`config.mk`:
```
export PLATFORM = sky130hd
export DESIGN_NAME = pipe_skid_stage
export DESIGN_NICKNAME = d
export VERILOG_FILES = /design/src/rtl/pipe_stage_pkg.sv /design/src/rtl/pipe_data_reg.sv /design/src/rtl/pipe_skid_stage.sv
export SDC_FILE = /design/constraint.sdc
export NUM_CORES = 1
export LEC_CHECK = 0
export CAP_MARGIN = 5
export CORE_MARGIN = 1.5
export CORE_UTILIZATION = 45
export DETAILED_ROUTE_END_ITERATION = 16
export PLACE_DENSITY = 0.87
export SLEW_MARGIN = 20
export SYNTH_ARGS = -nofsm -noshare
export SYNTH_HDL_FRONTEND = slang
export SYNTH_SLANG_ARGS = --single-unit
```
`constraint.sdc`:
```
create_clock -name clk -period 1.5 [get_ports clk]
set_input_delay 0.3 -clock clk [delete_from_list [all_inputs] [get_ports clk]]
set_output_delay 0.3 -clock clk [all_outputs]
set_load 0.02 [all_outputs]
```
`src/rtl/pipe_stage_pkg.sv`:
```
// rtl/pipe_stage_pkg.sv - shared types and defaults for the elastic pipeline stage
package pipe_stage_pkg;

    // Occupancy of the two-entry skid stage
    typedef enum logic [1:0] {
        EMPTY = 2'd0,  // no entries
        BUSY  = 2'd1,  // one entry, held in main
        FULL  = 2'd2   // two entries: main is older, skid is younger
    } pipe_state_t;

    localparam int DEFAULT_PIPE_WIDTH = 71;

endpackage

```
`src/rtl/pipe_data_reg.sv`:
```
// rtl/pipe_data_reg.sv - load-enabled payload register with asynchronous active-low clear
module pipe_data_reg #(
    parameter int WIDTH = 71
) (
    input  logic             clk,
    input  logic             clear_n,
    input  logic             load,
    input  logic [WIDTH-1:0] d,
    output logic [WIDTH-1:0] q
);

    // Capture d only when load is asserted; hold otherwise, stale contents included
    always_ff @(posedge clk or negedge clear_n) begin
        if (!clear_n) begin
            q <= '0;
        end else if (load) begin
            q <= d;
        end
    end

endmodule

```
`src/rtl/pipe_skid_stage.sv`:
```
// rtl/pipe_skid_stage.sv - two-entry valid/ready skid stage with flush; optional stall counter via PIPE_STALL_COUNT_EN
module pipe_skid_stage
    import pipe_stage_pkg::*;
#(
    parameter int WIDTH = DEFAULT_PIPE_WIDTH,
    parameter int CNT_W = 16
) (
    input  logic             clk,
    input  logic             reset,
    input  logic             softReset,
    input  logic             inValid,
    output logic             inReady,
    input  logic [WIDTH-1:0] inData,
    output logic             outValid,
    input  logic             outReady,
    output logic [WIDTH-1:0] outData
`ifdef PIPE_STALL_COUNT_EN
    ,
    output logic [CNT_W-1:0] stallCount
`endif
);

    // Reject degenerate configurations at elaboration
    if (WIDTH < 1) begin : g_bad_width
        $error("pipe_skid_stage: WIDTH must be at least 1");
    end
    if (CNT_W < 1) begin : g_bad_cnt_w
        $error("pipe_skid_stage: CNT_W must be at least 1");
    end

    pipe_state_t      state;
    pipe_state_t      state_next;
    logic             in_fire;
    logic             out_fire;
    logic             main_load;
    logic             skid_load;
    logic             main_from_skid;
    logic [WIDTH-1:0] main_d;
    logic [WIDTH-1:0] main_q;
    logic [WIDTH-1:0] skid_q;

    assign in_fire  = inValid & inReady;
    assign out_fire = outValid & outReady;

    // State register; the async clear empties the stage without a clock
    always_ff @(posedge clk or negedge reset) begin
        if (!reset) begin
            state <= EMPTY;
        end else begin
            state <= state_next;
        end
    end

    // Next occupancy; a flush wins over any handshake in the same cycle
    always_comb begin
        state_next = state;
        if (softReset) begin
            state_next = EMPTY;
        end else begin
            unique case (state)
                EMPTY: begin
                    if (in_fire) state_next = BUSY;
                end
                BUSY: begin
                    if (in_fire && !out_fire) begin
                        state_next = FULL;
                    end else if (!in_fire && out_fire) begin
                        state_next = EMPTY;
                    end
                end
                FULL: begin
                    if (out_fire) state_next = BUSY;
                end
                default: state_next = EMPTY;
            endcase
        end
    end

    // Handshake flags come from the state register alone, so outReady never reaches inReady
    always_comb begin
        outValid       = (state != EMPTY);
        inReady        = (state != FULL);
        main_load      = 1'b0;
        skid_load      = 1'b0;
        main_from_skid = 1'b0;
        if (!softReset) begin
            unique case (state)
                EMPTY: begin
                    main_load = in_fire;
                end
                BUSY: begin
                    main_load = in_fire & out_fire;
                    skid_load = in_fire & ~out_fire;
                end
                FULL: begin
                    main_load      = out_fire;
                    main_from_skid = 1'b1;
                end
                default: begin
                    main_load = 1'b0;
                end
            endcase
        end
    end

    assign main_d = main_from_skid ? skid_q : inData;

    pipe_data_reg #(
        .WIDTH(WIDTH)
    ) u_main_reg (
        .clk    (clk),
        .clear_n(reset),
        .load   (main_load),
        .d      (main_d),
        .q      (main_q)
    );

    pipe_data_reg #(
        .WIDTH(WIDTH)
    ) u_skid_reg (
        .clk    (clk),
        .clear_n(reset),
        .load   (skid_load),
        .d      (inData),
        .q      (skid_q)
    );

    assign outData = main_q;

`ifdef PIPE_STALL_COUNT_EN
    logic [CNT_W-1:0] stall_q;

    // Count cycles where a beat waits on downstream; saturate instead of wrapping
    always_ff @(posedge clk or negedge reset) begin
        if (!reset) begin
            stall_q <= '0;
        end else if (softReset) begin
            stall_q <= '0;
        end else if (outValid && !outReady && (stall_q != {CNT_W{1'b1}})) begin
            stall_q <= stall_q + CNT_W'(1);
        end
    end

    assign stallCount = stall_q;
`endif

endmodule

```
# After elaboration in Yosys (flattened, before gate mapping)
# Cells that the tools add are included.
dict set report op_classes {
  n_eq_ne 6
  addsub 0
  n_reduce_logical 7
  multipliers 0
  bitwise 5
  div_mod_pow 0
  magnitude_cmp 0
  mux 13
  shifts 0
}
# operator n
set ops {}
lappend ops {{71-bit two-way mux} 1}
lappend ops {{2-bit two-way mux} 5}
lappend ops {{3-bit != test (second input constant)} 2}
lappend ops {{2-bit one-hot mux with 3 select lines} 1}
lappend ops {{1-bit two-way mux} 5}
lappend ops {{1-bit AND} 4}
lappend ops {{4-bit != test (second input constant)} 1}
lappend ops {{1-bit one-hot mux with 3 select lines} 1}
lappend ops {{3-bit AND reduction} 1}
lappend ops {{2-bit by 1-bit equality test with 1-bit output (second input constant)} 1}
lappend ops {{2-bit equality test (second input constant)} 1}
lappend ops {{1-bit logical AND} 2}
lappend ops {{1-bit logical NOT} 2}
lappend ops {{2-bit logical NOT} 1}
lappend ops {{2-bit != test (second input constant)} 1}
lappend ops {{2-bit nonzero test} 1}
lappend ops {{1-bit inverter} 1}
dict set report word_totals {
  ram_bits 0
  register_bits 144
  mem_count 0
  latchBits 0
  mem_bits_ro 0
  word_cells 34
  input_bits 76
}

# Longest topological paths before layout
dict set report depth {
  depth_word 8
  mapped_depth 5
  ltp_nobuf 3
}

# Modules after synthesis
# From an unflattened synthesis, not the netlist that was laid out.
dict set report unflattened {
  cells_unflattened 394
  hier_area_um2 7337.0
}
# module seq_area_each_um2 area_per_inst_um2 cells_each n_inst
set modules_own_cells {}
lappend modules_own_cells {pipe_data_reg 1776.7 2990.4 150 2}
lappend modules_own_cells {pipe_skid_stage 50.0 1356.3 94 1}

# Least setup slack after synthesis
# No wires, ideal clock.
dict set report synth_path {
  path_kind {register to register}
  startpoint {reg state[0]}
  endpoint {reg u_main_reg.q[0]}
  setup_ns 0.125
  n_path_buf 2
  setup_slack_ns -0.143
  arrival_ns 1.518
  period_less_slack_ns 1.643
  path_stages_with_launch 6
  required_ns 1.375
  cell_sequence {dfrtp_1 nor3b_1 buf_6 buf_6 mux2_2 mux2_2}
}
dict set report synth_between {
  elab_chain_len 5
}
# element line
set synth_rtl {}
lappend synth_rtl {{from (decl)} pipe_skid_stage.sv:31} ;# pipe_state_t state;
lappend synth_rtl {{from (signal assigned)} pipe_skid_stage.sv:50} ;# state <= state_next;
lappend synth_rtl {{2-bit != test or 2-bit nonzero test (tied branches)} {pipe_skid_stage.sv:82, pipe_skid_stage.sv:81}}
lappend synth_rtl {{1-bit AND, on equally long branches} {pipe_skid_stage.sv:42, pipe_skid_stage.sv:43}}
lappend synth_rtl {{1-bit AND} pipe_skid_stage.sv:92} ;# main_load = in_fire & out_fire;
lappend synth_rtl {{1-bit one-hot mux with 3 select lines} pipe_skid_stage.sv:87} ;# unique case (state)
lappend synth_rtl {{1-bit two-way mux} pipe_skid_stage.sv:86} ;# if (!softReset) begin
lappend synth_rtl {{to (signal assigned)} pipe_data_reg.sv:15} ;# q <= '0;
lappend synth_rtl {{to (signal assigned)} pipe_data_reg.sv:17} ;# q <= d;
lappend synth_rtl {{to (decl)} pipe_data_reg.sv:9} ;# output logic [WIDTH-1:0] q
# Parallel ways exist; a longest one is shown, timed or not.
# A chain may end at the register's enable or synchronous reset.

# Worst setup path after layout
dict set report layout_path {
  startpoint {in inValid}
  endpoint {reg u_main_reg.q[5]}
}
dict set report layout_between {
  elab_chain_len 4
}
# element line
set layout_rtl {}
lappend layout_rtl {{from (decl)} pipe_skid_stage.sv:11} ;# input logic inValid,
lappend layout_rtl {{1-bit AND *} pipe_skid_stage.sv:42} ;# assign in_fire = inValid & inReady;
lappend layout_rtl {{1-bit AND} pipe_skid_stage.sv:92}
lappend layout_rtl {{1-bit one-hot mux with 3 select lines *} pipe_skid_stage.sv:87}
lappend layout_rtl {{1-bit two-way mux *} pipe_skid_stage.sv:86}
# Mark *: on every way between the ends. The rest lies on a longest branch, timed or not.

==> flow_metrics.py <==
metrics = {
    "clock_tree": {
        "ctsRootBufferMaster": "clkbuf_16",
        "htree_levels": 4,
        "tritoncts": "done",
        "clk_transition_reported_paths_ns": 0.06,
        "cts-buffers-inserted": 17,
        "clk_latency_ns": 0.41,
        "ctsLongestPathBuffers": 2,
        "cts_num_sinks": 144,
    },
    "worst_setup_path": {
        "worstSetupEndpointType": "register",
        "criticalPathCategory": "input port to register",
        "critical-path-slowest-cell": "clkdlybuf4s50_1",
        "arrival_ns": 2.10,
        "crit_path_start_kind": "input port",
        "crit_required_ns": 1.79,
        "r2r_start": "state[1]",
        "timing.critical_path.fanout_max": 5,
        "path_cells": "clkdlybuf4s50_1 > nand2b_4 > o32ai_4 > buf_6 > clkbuf_16 > mux2_2",
        "cp-startpoint": "inValid",
        "critical_path.max_stage_delay_ns": 0.60,
        "critical_path.top_delay_family": "buffers and inverters",
        "worstPathBufferInverterCount": 3,
    },
    "status": {
        "failed_checks": "negative setup slack",
        "outcome": "complete, but fails checks",
    },
    "power": {
        "vdd_ir_drop_max_v": 0.001096,
        "cellLeakagePower_uw": 0.004242,
        "power.density_nw_per_um2": 1369,
        "p_total_uw": 12990,
    },
    "synth": {
        "synth-edff-count": 0,
        "synthTopCellsByArea": "dfrtp_1 (56%), mux2_2 (38%), buf_6 (3.9%)",
        "yosys.area_share.adder_pct": 0,
        "synth.top_cell.area_share_pct": 56.43,
        "postSynthRegisterBits": 144,
        "post_synthesis_area_per_instance_um2": 16.17,
        "synth-compound-area-share_pct": 0.7837,
        "post_synth_xor_area_fraction_pct": 0,
        "synth_simple_gate_area_share_pct": 1.019,
        "synthesis.area_um2": 6386,
        "ys.warnings.count": 0,
        "synthFlopType": "dfrtp_1",
        "synth-async-reset-ratio_pct": 100.0,
        "synth.yosys.seq_area_share_pct": 56.43,
        "synth_top_cell_by_area": "dfrtp_1",
        "post-synth-top-count-cell": "mux2_2",
        "main_combinational_cell_family_by_area_after_synthesis": "multiplexers",
        "synth.cells.most_frequent": "mux2_2 (213), dfrtp_1 (144), buf_6 (22)",
        "post_synth_num_cell_types": 18,
        "postSynthCellCount": 395,
        "muxShareOfSynthArea_pct": 37.72,
        "postSynthNetCount": 471,
    },
    "cells_and_area": {
        "design.final.nets": 659,
        "num-fill-cells": 933,
        "drive_above_1_share_pct": 50.42,
        "area_growth_pct": 48.59,
        "n_antenna_cell": 0,
    },
    "floorplanning": {
        "dieWidth_um": 122.1,
        "fp.dieArea_um2": 14910,
        "initial_util_pct": 46.01,
        "die_h_um": 122.1,
        "floorplan.io_pins": 149,
        "rows": 43,
        "core_um2": 13880,
    },
    "timing": {
        "setup_clock_skew_after_layout_ns": 0.005946,
        "worst-slew-pin-transition_ns": 0.3470,
        "fmax_ghz": 0.5544,
        "post-route-min-period_ns": 1.804,
        "max_transition_viols_final": 0,
        "setup_slack_ns": -0.3038,
        "finalCritPeriodShare_pct": 120.3,
        "timing.slew.headroom_pct": 76.87,
        "rsz_0062_raised_after_global_routing": "yes",
        "report.final.hold_viol_count": 0,
        "finalHoldWorstSlack_ns": 0.3434,
        "finalSetupViolCount": 144,
    },
    "routing": {
        "num_vias": 3982,
        "drt_wl_total_um": 15600,
        "vias_per_cell": 5.138,
        "drt_pass1_iterations": 4,
        "drcViolationCount": 0,
        "postRouteAntennaNets": 0,
        "wl_per_cell_um": 20.13,
        "detailedRoute.firstIterationViolations": 142,
    },
    "global_routing": {
        "maximum_number_of_pins_on_one_net_before_global_route_repair": 38,
        "globalRouteOverflowTotal": 0,
        "grt_pass1_vias": 4345,
        "grt.total_usage_pct": 19.77,
        "grt_antenna_before_repair": 0,
        "grt_first_pass_wirelength_um": 22590,
    },
    "place": {
        "gpl.final_weighted_congestion": 0.7568,
        "io_buffer_count": 148,
        "dp_hpwl_um": 8860,
    },
    "worst_hold_path": {
        "hold_path.class": "input port to asynchronous set/reset pin",
    },
    "run": {
        "drv_cap": 0,
    },
}
==> path summary, 6_finish.rpt <==
kind / endpoint / slack (ns) / depth (start not counted)
setup / recovery: u_main_reg.q[5] / -0.30 / 6
hold / removal: u_main_reg.q[2] / 0.34 / 2
setup reg to reg: u_main_reg.q[5] / -0.28 / 5
hold reg to reg: u_main_reg.q[68] / 0.50 / 1
max in group asynchronous: u_skid_reg.q[11] / 0.62 / 3
min in group clk: state[0] / 0.43 / 2
==> final cells by class <==
| class | count | area (µm²) | area share, % |
|---|---|---|---|
| clock buffers | 21 | 470.5 | 4.958 |
| clock inverters | 10 | 158.9 | 1.675 |
| inverters | 1 | 3.754 | 0.03956 |
| multi-input cells | 227 | 2870 | 30.25 |
| flip-flops and latches | 144 | 3605 | 37.99 |
| well taps | 180 | 225.2 | 2.373 |
| repair buffers | 192 | 2156 | 22.72 |
==> routing by layer <==
metal / track usage [%] / routed length [µm] / vias up
li1: - / - / 1801
met1: 24.37 / 6788 / 2063
met2: 33.50 / 7922 / 105
met3: 5.712 / 716 / 13
met4: 6.395 / 172 / 0
met5: 0 / 0 / -
==> kinds of logic after synthesis <==
family                 after synthesis
flip-flops                         144
AO/OA/AOI/OAI                        4
buffers and inverters               24
multiplexers                       214
AND/OR/NAND/NOR                      9
==> power breakdown <==
| part | switching (µW) | internal, µW | total, µW |
|---|---|---|---|
| Sequential | 530 | 4840 | 5370 |
| Combinational | 1290 | 1860 | 3150 |
| Clock | 1580 | 2900 | 4480 |
| Total | 3400 | 9600 | 13000 |
==> stage by stage <==
stage	setup TNS (ns)	cell area [µm²]	std cells	util, %	setup slack (ns)
global placement	-97.30	8152	724	58.73	-0.7425
detailed placement	-98.75	8152	724	58.73	-0.7354
global route	-41.35	9489	775	68.36	-0.3218
CTS	-32.16	9100	769	65.56	-0.2631
finish	-36.15	9489	775	68.36	-0.3038
floorplan	-15.82	6394	395	-	-0.1225
==> sequential cells by signal (all words and copies together), names as in the netlist <==
signal and count:
u_main_reg.q 71, u_skid_reg.q 71, state 2
==> timing repair <==
action                                 4_1_cts  5_1_grt
setup endpoints to repair                  215      152
resized for setup                          123       74
cloned                                       5       11
endpoints found under the hold margin       27        0
pin swaps                                    2        1
setup buffers                                8        0
hold buffers                                 1        0
==> layout by cell type (no fill, tap or decap), types with 3 or more instances in the layout <==
| master | instances |
|---|---|
| buf_4 | 6 |
| clkbuf_8 | 3 |
| buf_12 | 8 |
| buf_16 | 4 |
| mux2_4 | 81 |
| mux2_2 | 132 |
| dlymetal6s2s_1 | 8 |
| clkinv_2 | 3 |
| buf_8 | 4 |
| clkbuf_16 | 25 |
| bufinv_16 | 4 |
| dfrtp_1 | 143 |
| buf_6 | 16 |
| dlygate4sd2_1 | 65 |
| clkdlybuf4s50_1 | 72 |
Note: power is estimated with default switching activity, not from simulation.
==> patch 1, RTL diff (config.mk and constraints unchanged) <==
The 3 states of `pipe_state_t` get a one-hot encoding in 3 bits.
--- a/src/rtl/pipe_stage_pkg.sv
+++ b/src/rtl/pipe_stage_pkg.sv
@@ -3,8 +3,8 @@
 
     // Occupancy of the two-entry skid stage
-    typedef enum logic [1:0] {
-        EMPTY = 2'd0,  // no entries
-        BUSY  = 2'd1,  // one entry, held in main
-        FULL  = 2'd2   // two entries: main is older, skid is younger
+    typedef enum logic [2:0] {
+        EMPTY = 3'b001,  // no entries
+        BUSY  = 3'b010,  // one entry, held in main
+        FULL  = 3'b100   // two entries: main is older, skid is younger
     } pipe_state_t;
 
Check against the original RTL: no difference found for any inputs over 4 cycles, from zero or initial values and one cycle with reset low; so few cycles prove little.
==> patch 1 against the original RTL <==
  * The flow still finishes with violations (negative setup slack)
  * Hold slack better by 23 ps
  * Worst setup slack got worse by 340 ps
  * Wire length is 1.4% higher
  * Critical path depth did not move
  * Power shrank 4.7%
  * Cell area up 1.0%
  * Count of clock-buffer cells in the layout shrank 1
  * Register-to-register slack got worse by 370 ps
  * Via count is 2.2% higher
  * Synthesized area increased by 3.9%
  * Sequential cell count is 1 higher
  * Critical endpoint is now u_main_reg.q[31]
  * Largest cell class unchanged
==> patch 1: results (changes against the original RTL) <==
| Metric | Value |
|---|---|
| Run status | finished, violations left |
| Failing checks | negative setup slack |
| Final worst setup slack | -646 ps (-342 ps) |
| GRT Util Overall | 0.206 (+0.00866) |
| Number of placed instances, taps included | 735 (+1.5%) |
| Worst Setup Slack post-DPL | -895 ps (-160 ps) |
| Synth cell count leaders | 144 x sky130_fd_sc_hd__dfrtp_1, 132 x sky130_fd_sc_hd__mux2_2, 69 x sky130_fd_sc_hd__mux2_4, 14 x sky130_fd_sc_hd__buf_6, 12 x sky130_fd_sc_hd__mux2_1 |
| DRT iter0 DRCs | 156 (+9.9%) |
| Register area share after synthesis | 0.547 (-0.0170) |
| Largest net degree at the start of global routing | 41 (+7.9%) |
| Net count after synthesis | 476 (+1.1%) |
| Power share of the sequential group | 0.404 (-0.009) |
| Final-report setup violation count | 147 (+2.1%) |
| Post-route non-filler standard cell count | 790 (+1.9%) |
| Leakage power | 4.58 nW (+8.0%) |
| Fin Clk Skew | 12.5 ps (+6.60 ps) |
| Startpoint of the lowest-slack register-to-register path | state[0] |
| Largest regs | u_main_reg.q: 71 flops, u_skid_reg.q: 71 flops, state: 3 flops |
| Worst slew margin relative to its limit | 0.698 (-0.0711) |
| Number of unique standard cell types used by synthesis | 24 (+6) |
| Switching pwr | 3.32 mW (-2.2%) |
| Via-per-instance ratio | 5.15 (+0.22%) |
| Mean Syn Cell Area | 16.6 sq um (+2.6%) |
| Data arrival, critical path | 2450 ps (+350 ps) |
| Number of global-route vias before repair | 4654 (+7.1%) |
| Final-layout setup total negative slack | -79810 ps (-43660 ps) |
| First-pass GRT wire length | 24900 um (+10%) |
| Max rail drop VDD | 1.15 mV (+5.3%) |
| Fin nets | 669 (+1.5%) |
[patch 1: critical path: stages, from the launching register on]
cell and delay (ps):
sky130_fd_sc_hd__dfstp_2 520, sky130_fd_sc_hd__or3b_4 370, sky130_fd_sc_hd__or2_4 250, sky130_fd_sc_hd__o22ai_4 170, sky130_fd_sc_hd__buf_12 170, sky130_fd_sc_hd__clkbuf_16 200, sky130_fd_sc_hd__mux2_2 340
[patch 1: cell type report]
type | count | area (sq um)
clock buffer | 20 | 457
clock inverter | 12 | 181
fill | 1019 | 4890
inverter | 1 | 3.75
multi-input combinational | 232 | 2980
sequential | 145 | 3630
tap | 184 | 230
timing repair buffer | 196 | 2110
[patch 1: path summary, 6_finish.rpt]
check                      cells past startpoint  slack [ps]               end
setup / recovery                               6        -650  u_main_reg.q[31]
hold / removal                                 2         370   u_main_reg.q[4]
setup reg to reg                               6        -650  u_main_reg.q[31]
hold reg to reg                                1         500   u_main_reg.q[9]
max in group asynchronous                      3         560          state[0]
min in group clk                               1         500   u_main_reg.q[9]
[patch 1: kinds of logic after synthesis]
family / share of synthesized area
DFF: 0.547
muxes: 0.401
buffers and inverters: 0.0307
AOI/OAI and AO/OA: 0.0100
and+or+nand+nor: 0.0113
[patch 1: metal layers]
metal,up-vias,track usage,share of wire
met3,26,0.0558,0.042
met4,0,0.0778,0.019
met2,118,0.367,0.52
li1,1827,-,-
met1,2097,0.237,0.41
met5,-,0,0
[patch 1: repair_timing]
item	in CTS	in global routing
setup buffers	8	5
gates cloned	7	2
setup endpoints to repair	218	147
endpoints found under the hold margin	33	0
hold buffers	1	0
gates resized for setup	108	25
pin swaps	3	3
==> patch 2, RTL diff (same flow settings) <==
Without the edit above. The option `PIPE_STALL_COUNT_EN` is turned on by a define.
--- a/src/rtl/pipe_skid_stage.sv
+++ b/src/rtl/pipe_skid_stage.sv
@@ -1,3 +1,5 @@
 // rtl/pipe_skid_stage.sv - two-entry valid/ready skid stage with flush; optional stall counter via PIPE_STALL_COUNT_EN
+`define PIPE_STALL_COUNT_EN
+
 module pipe_skid_stage
     import pipe_stage_pkg::*;
Function (old outputs only; new: stallCount): kept (Yosys induction, for registers that start in step).
==> patch 2 against the original RTL <==
  * The flow still finishes with violations (negative setup slack)
  * Sequential cell count up 16
  * Highest routed layer unchanged
  * Worst setup slack worse by 71 ps
  * First-iteration DRC count up 77%
  * Combinational power up 12%
  * Wire length up 39%
  * Power up 11%
  * Synthesized area up 12%
  * Cell area up 23%
==> patch 2: results (changes against the original RTL) <==
| Metric | Value |
|---|---|
| DRT iter0 DRCs | 252 (+77%) |
| Post-synthesis share of cell area spent on xor and xnor gates | 0.00123 (+0.00123) |
| Register area share after synthesis | 0.562 (-0.00247) |
| Net count after synthesis | 568 (+21%) |
| GRT Util Overall | 0.250 (+0.0527) |
| Share of total power consumed by net switching | 0.271 (+0.00915) |
| Post-CTS Resized | 214 (+74%) |
| Worst Setup Slack post-DPL | -789 ps (-53.7 ps) |
| First-pass GRT wire length | 31400 um (+39%) |
| Tightest Hold Check Type | input pin to asynchronous set/reset pin |
| Fin nets | 822 (+25%) |
| Synth cell count leaders | 212 x sky130_fd_sc_hd__mux2_2, 160 x sky130_fd_sc_hd__dfrtp_1, 21 x sky130_fd_sc_hd__buf_2, 15 x sky130_fd_sc_hd__nor2_1, 8 x sky130_fd_sc_hd__a21oi_1 |
| Complex-gate fraction of the synthesized area | 0.0284 (+0.0206) |
| Max rail drop VDD | 0.839 mV (-23%) |
| Critical-path maximum fanout | 9 (+4) |
| Post-Synth Adder-Cell Area | 0.00176 (+0.00176) |
| Area contributors post-synth | sky130_fd_sc_hd__dfrtp_1 56%, sky130_fd_sc_hd__mux2_2 33%, sky130_fd_sc_hd__buf_2 1.5%, sky130_fd_sc_hd__mux2_1 0.95%, sky130_fd_sc_hd__nor2_1 0.79% |
| Final-report setup violation count | 159 (+10%) |
| Run status | finished, violations left |
| Number of cells produced by synthesis | 491 (+24%) |
| Clk_lat worst skew | 430 ps (+20 ps) |
| Number of unique standard cell types used by synthesis | 40 (+22) |
| Mux share of post-synthesis cell area | 0.346 (-0.0313) |
| Routed length per instance | 22.3 um (+11%) |
| Number of fillers in the final layout | 913 (-2.1%) |
| Tightest hold margin | 313 ps (-30.5 ps) |
| Worst slew pin tran | 417 ps (+70.0 ps) |
| Leakage power | 5.32 nW (+25%) |
| Number of buffers inserted by post-CTS setup repair | 19 (+11) |
| Half-perimeter wire length after detailed placement | 11500 um (+30%) |
| Number of placed instances, taps included | 894 (+23%) |
| Share of layout cells above drive strength 1 | 0.544 (+0.0393) |
| Vias post-DR | 5237 (+32%) |
| GP Congestion | 0.816 (+7.8%) |
| Fin Clk Skew | 7.32 ps (+1.38 ps) |
| Data arrival, critical path | 2190 ps (+90 ps) |
| Final-layout setup total negative slack | -45230 ps (-9080 ps) |
| Logic depth of the worst register-to-register path | 7 (+2) |
| Largest net degree at the start of global routing | 63 (+66%) |
| Final worst setup slack | -375 ps (-71.4 ps) |
| Count of port buffers added during placement | 164 (+11%) |
| Endpoint of the worst-slack reg-to-reg timing path | u_main_reg.q[7] |
| Startpoint of the lowest-slack register-to-register path | state[0] |
| Post-route non-filler standard cell count | 969 (+25%) |
| Number of global-route vias before repair | 5648 (+30%) |
| Failing checks | negative setup slack |
[patch 2: changes by cell type in the layout (fill, tap and decap cells not counted), moves of 5 or more]
cell                             unedited run  this run
sky130_fd_sc_hd__mux2_4                    81       164
sky130_fd_sc_hd__mux2_2                   132        53
sky130_fd_sc_hd__buf_4                      6        41
sky130_fd_sc_hd__buf_2                      0        12
sky130_fd_sc_hd__buf_6                     16        25
sky130_fd_sc_hd__dfrtp_1                  143       152
sky130_fd_sc_hd__nor2_1                     1        10
sky130_fd_sc_hd__dlymetal6s2s_1             8         0
sky130_fd_sc_hd__dfrtp_2                    1         8
sky130_fd_sc_hd__buf_12                     8        13
sky130_fd_sc_hd__buf_16                     4         9
sky130_fd_sc_hd__dlygate4sd2_1             65        70
sky130_fd_sc_hd__nor2b_1                    0         5
[patch 2: routing by layer]
layer,global-route usage,up-vias,share of wire
li1,-,2297,-
met1,0.323,2729,0.43
met2,0.428,174,0.51
met3,0.0441,37,0.041
met4,0.0853,0,0.020
met5,0,-,0
[patch 2: how the worst max path moves through the flow]
stage / start / to / slack (ps) / depth (start not counted)
floorplan: stallCount[4] / stallCount[12] / -280 / 4
global placement: outReady / u_main_reg.q[31] / -710 / 6
detailed placement: outReady / u_main_reg.q[41] / -790 / 6
CTS: state[0] / u_main_reg.q[39] / -340 / 6
global route: state[0] / u_main_reg.q[62] / -430 / 7
finish: state[0] / u_main_reg.q[7] / -380 / 7
[patch 2: power groups by stage]
| stage | Sequential [mW] | Combinational (mW) | Clock (mW) |
|---|---|---|---|
| finish | 5.92 | 3.54 | 4.92 |
| global route | 6.01 | 3.73 | 5.14 |
| CTS | 5.87 | 3.45 | 4.92 |
| detailed placement | 5.90 | 3.53 | 0 |
| global placement | 5.86 | 3.43 | 0 |
| floorplan | 6.24 | 1.68 | 0 |
[patch 2: final cells by class]
type	count	area, sq um	share of cell area
flip-flops and latches	160	4010	0.344
multi-input cells	303	3840	0.329
repair buffers	260	2860	0.246
clock buffers	20	457	0.0392
well taps	211	264	0.0227
clock inverters	12	206	0.0177
inverters	3	11.3	0.000966
[patch 2: critical path, stage by stage, from the launching register on]
cell,delay (ps)
sky130_fd_sc_hd__dfrtp_1,410
sky130_fd_sc_hd__nand2b_4,180
sky130_fd_sc_hd__nor2_4,150
sky130_fd_sc_hd__buf_8,160
sky130_fd_sc_hd__buf_12,120
sky130_fd_sc_hd__buf_16,140
sky130_fd_sc_hd__mux2_2,350
sky130_fd_sc_hd__mux2_4,250
[patch 2: metrics by stage]
stage                     utilization  area (sq um)
after floorplan                     -          7840
after global placement          0.653         10000
after detailed placement        0.653         10000
after CTS                       0.734         11200
after global routing            0.761         11700
final                           0.761         11700
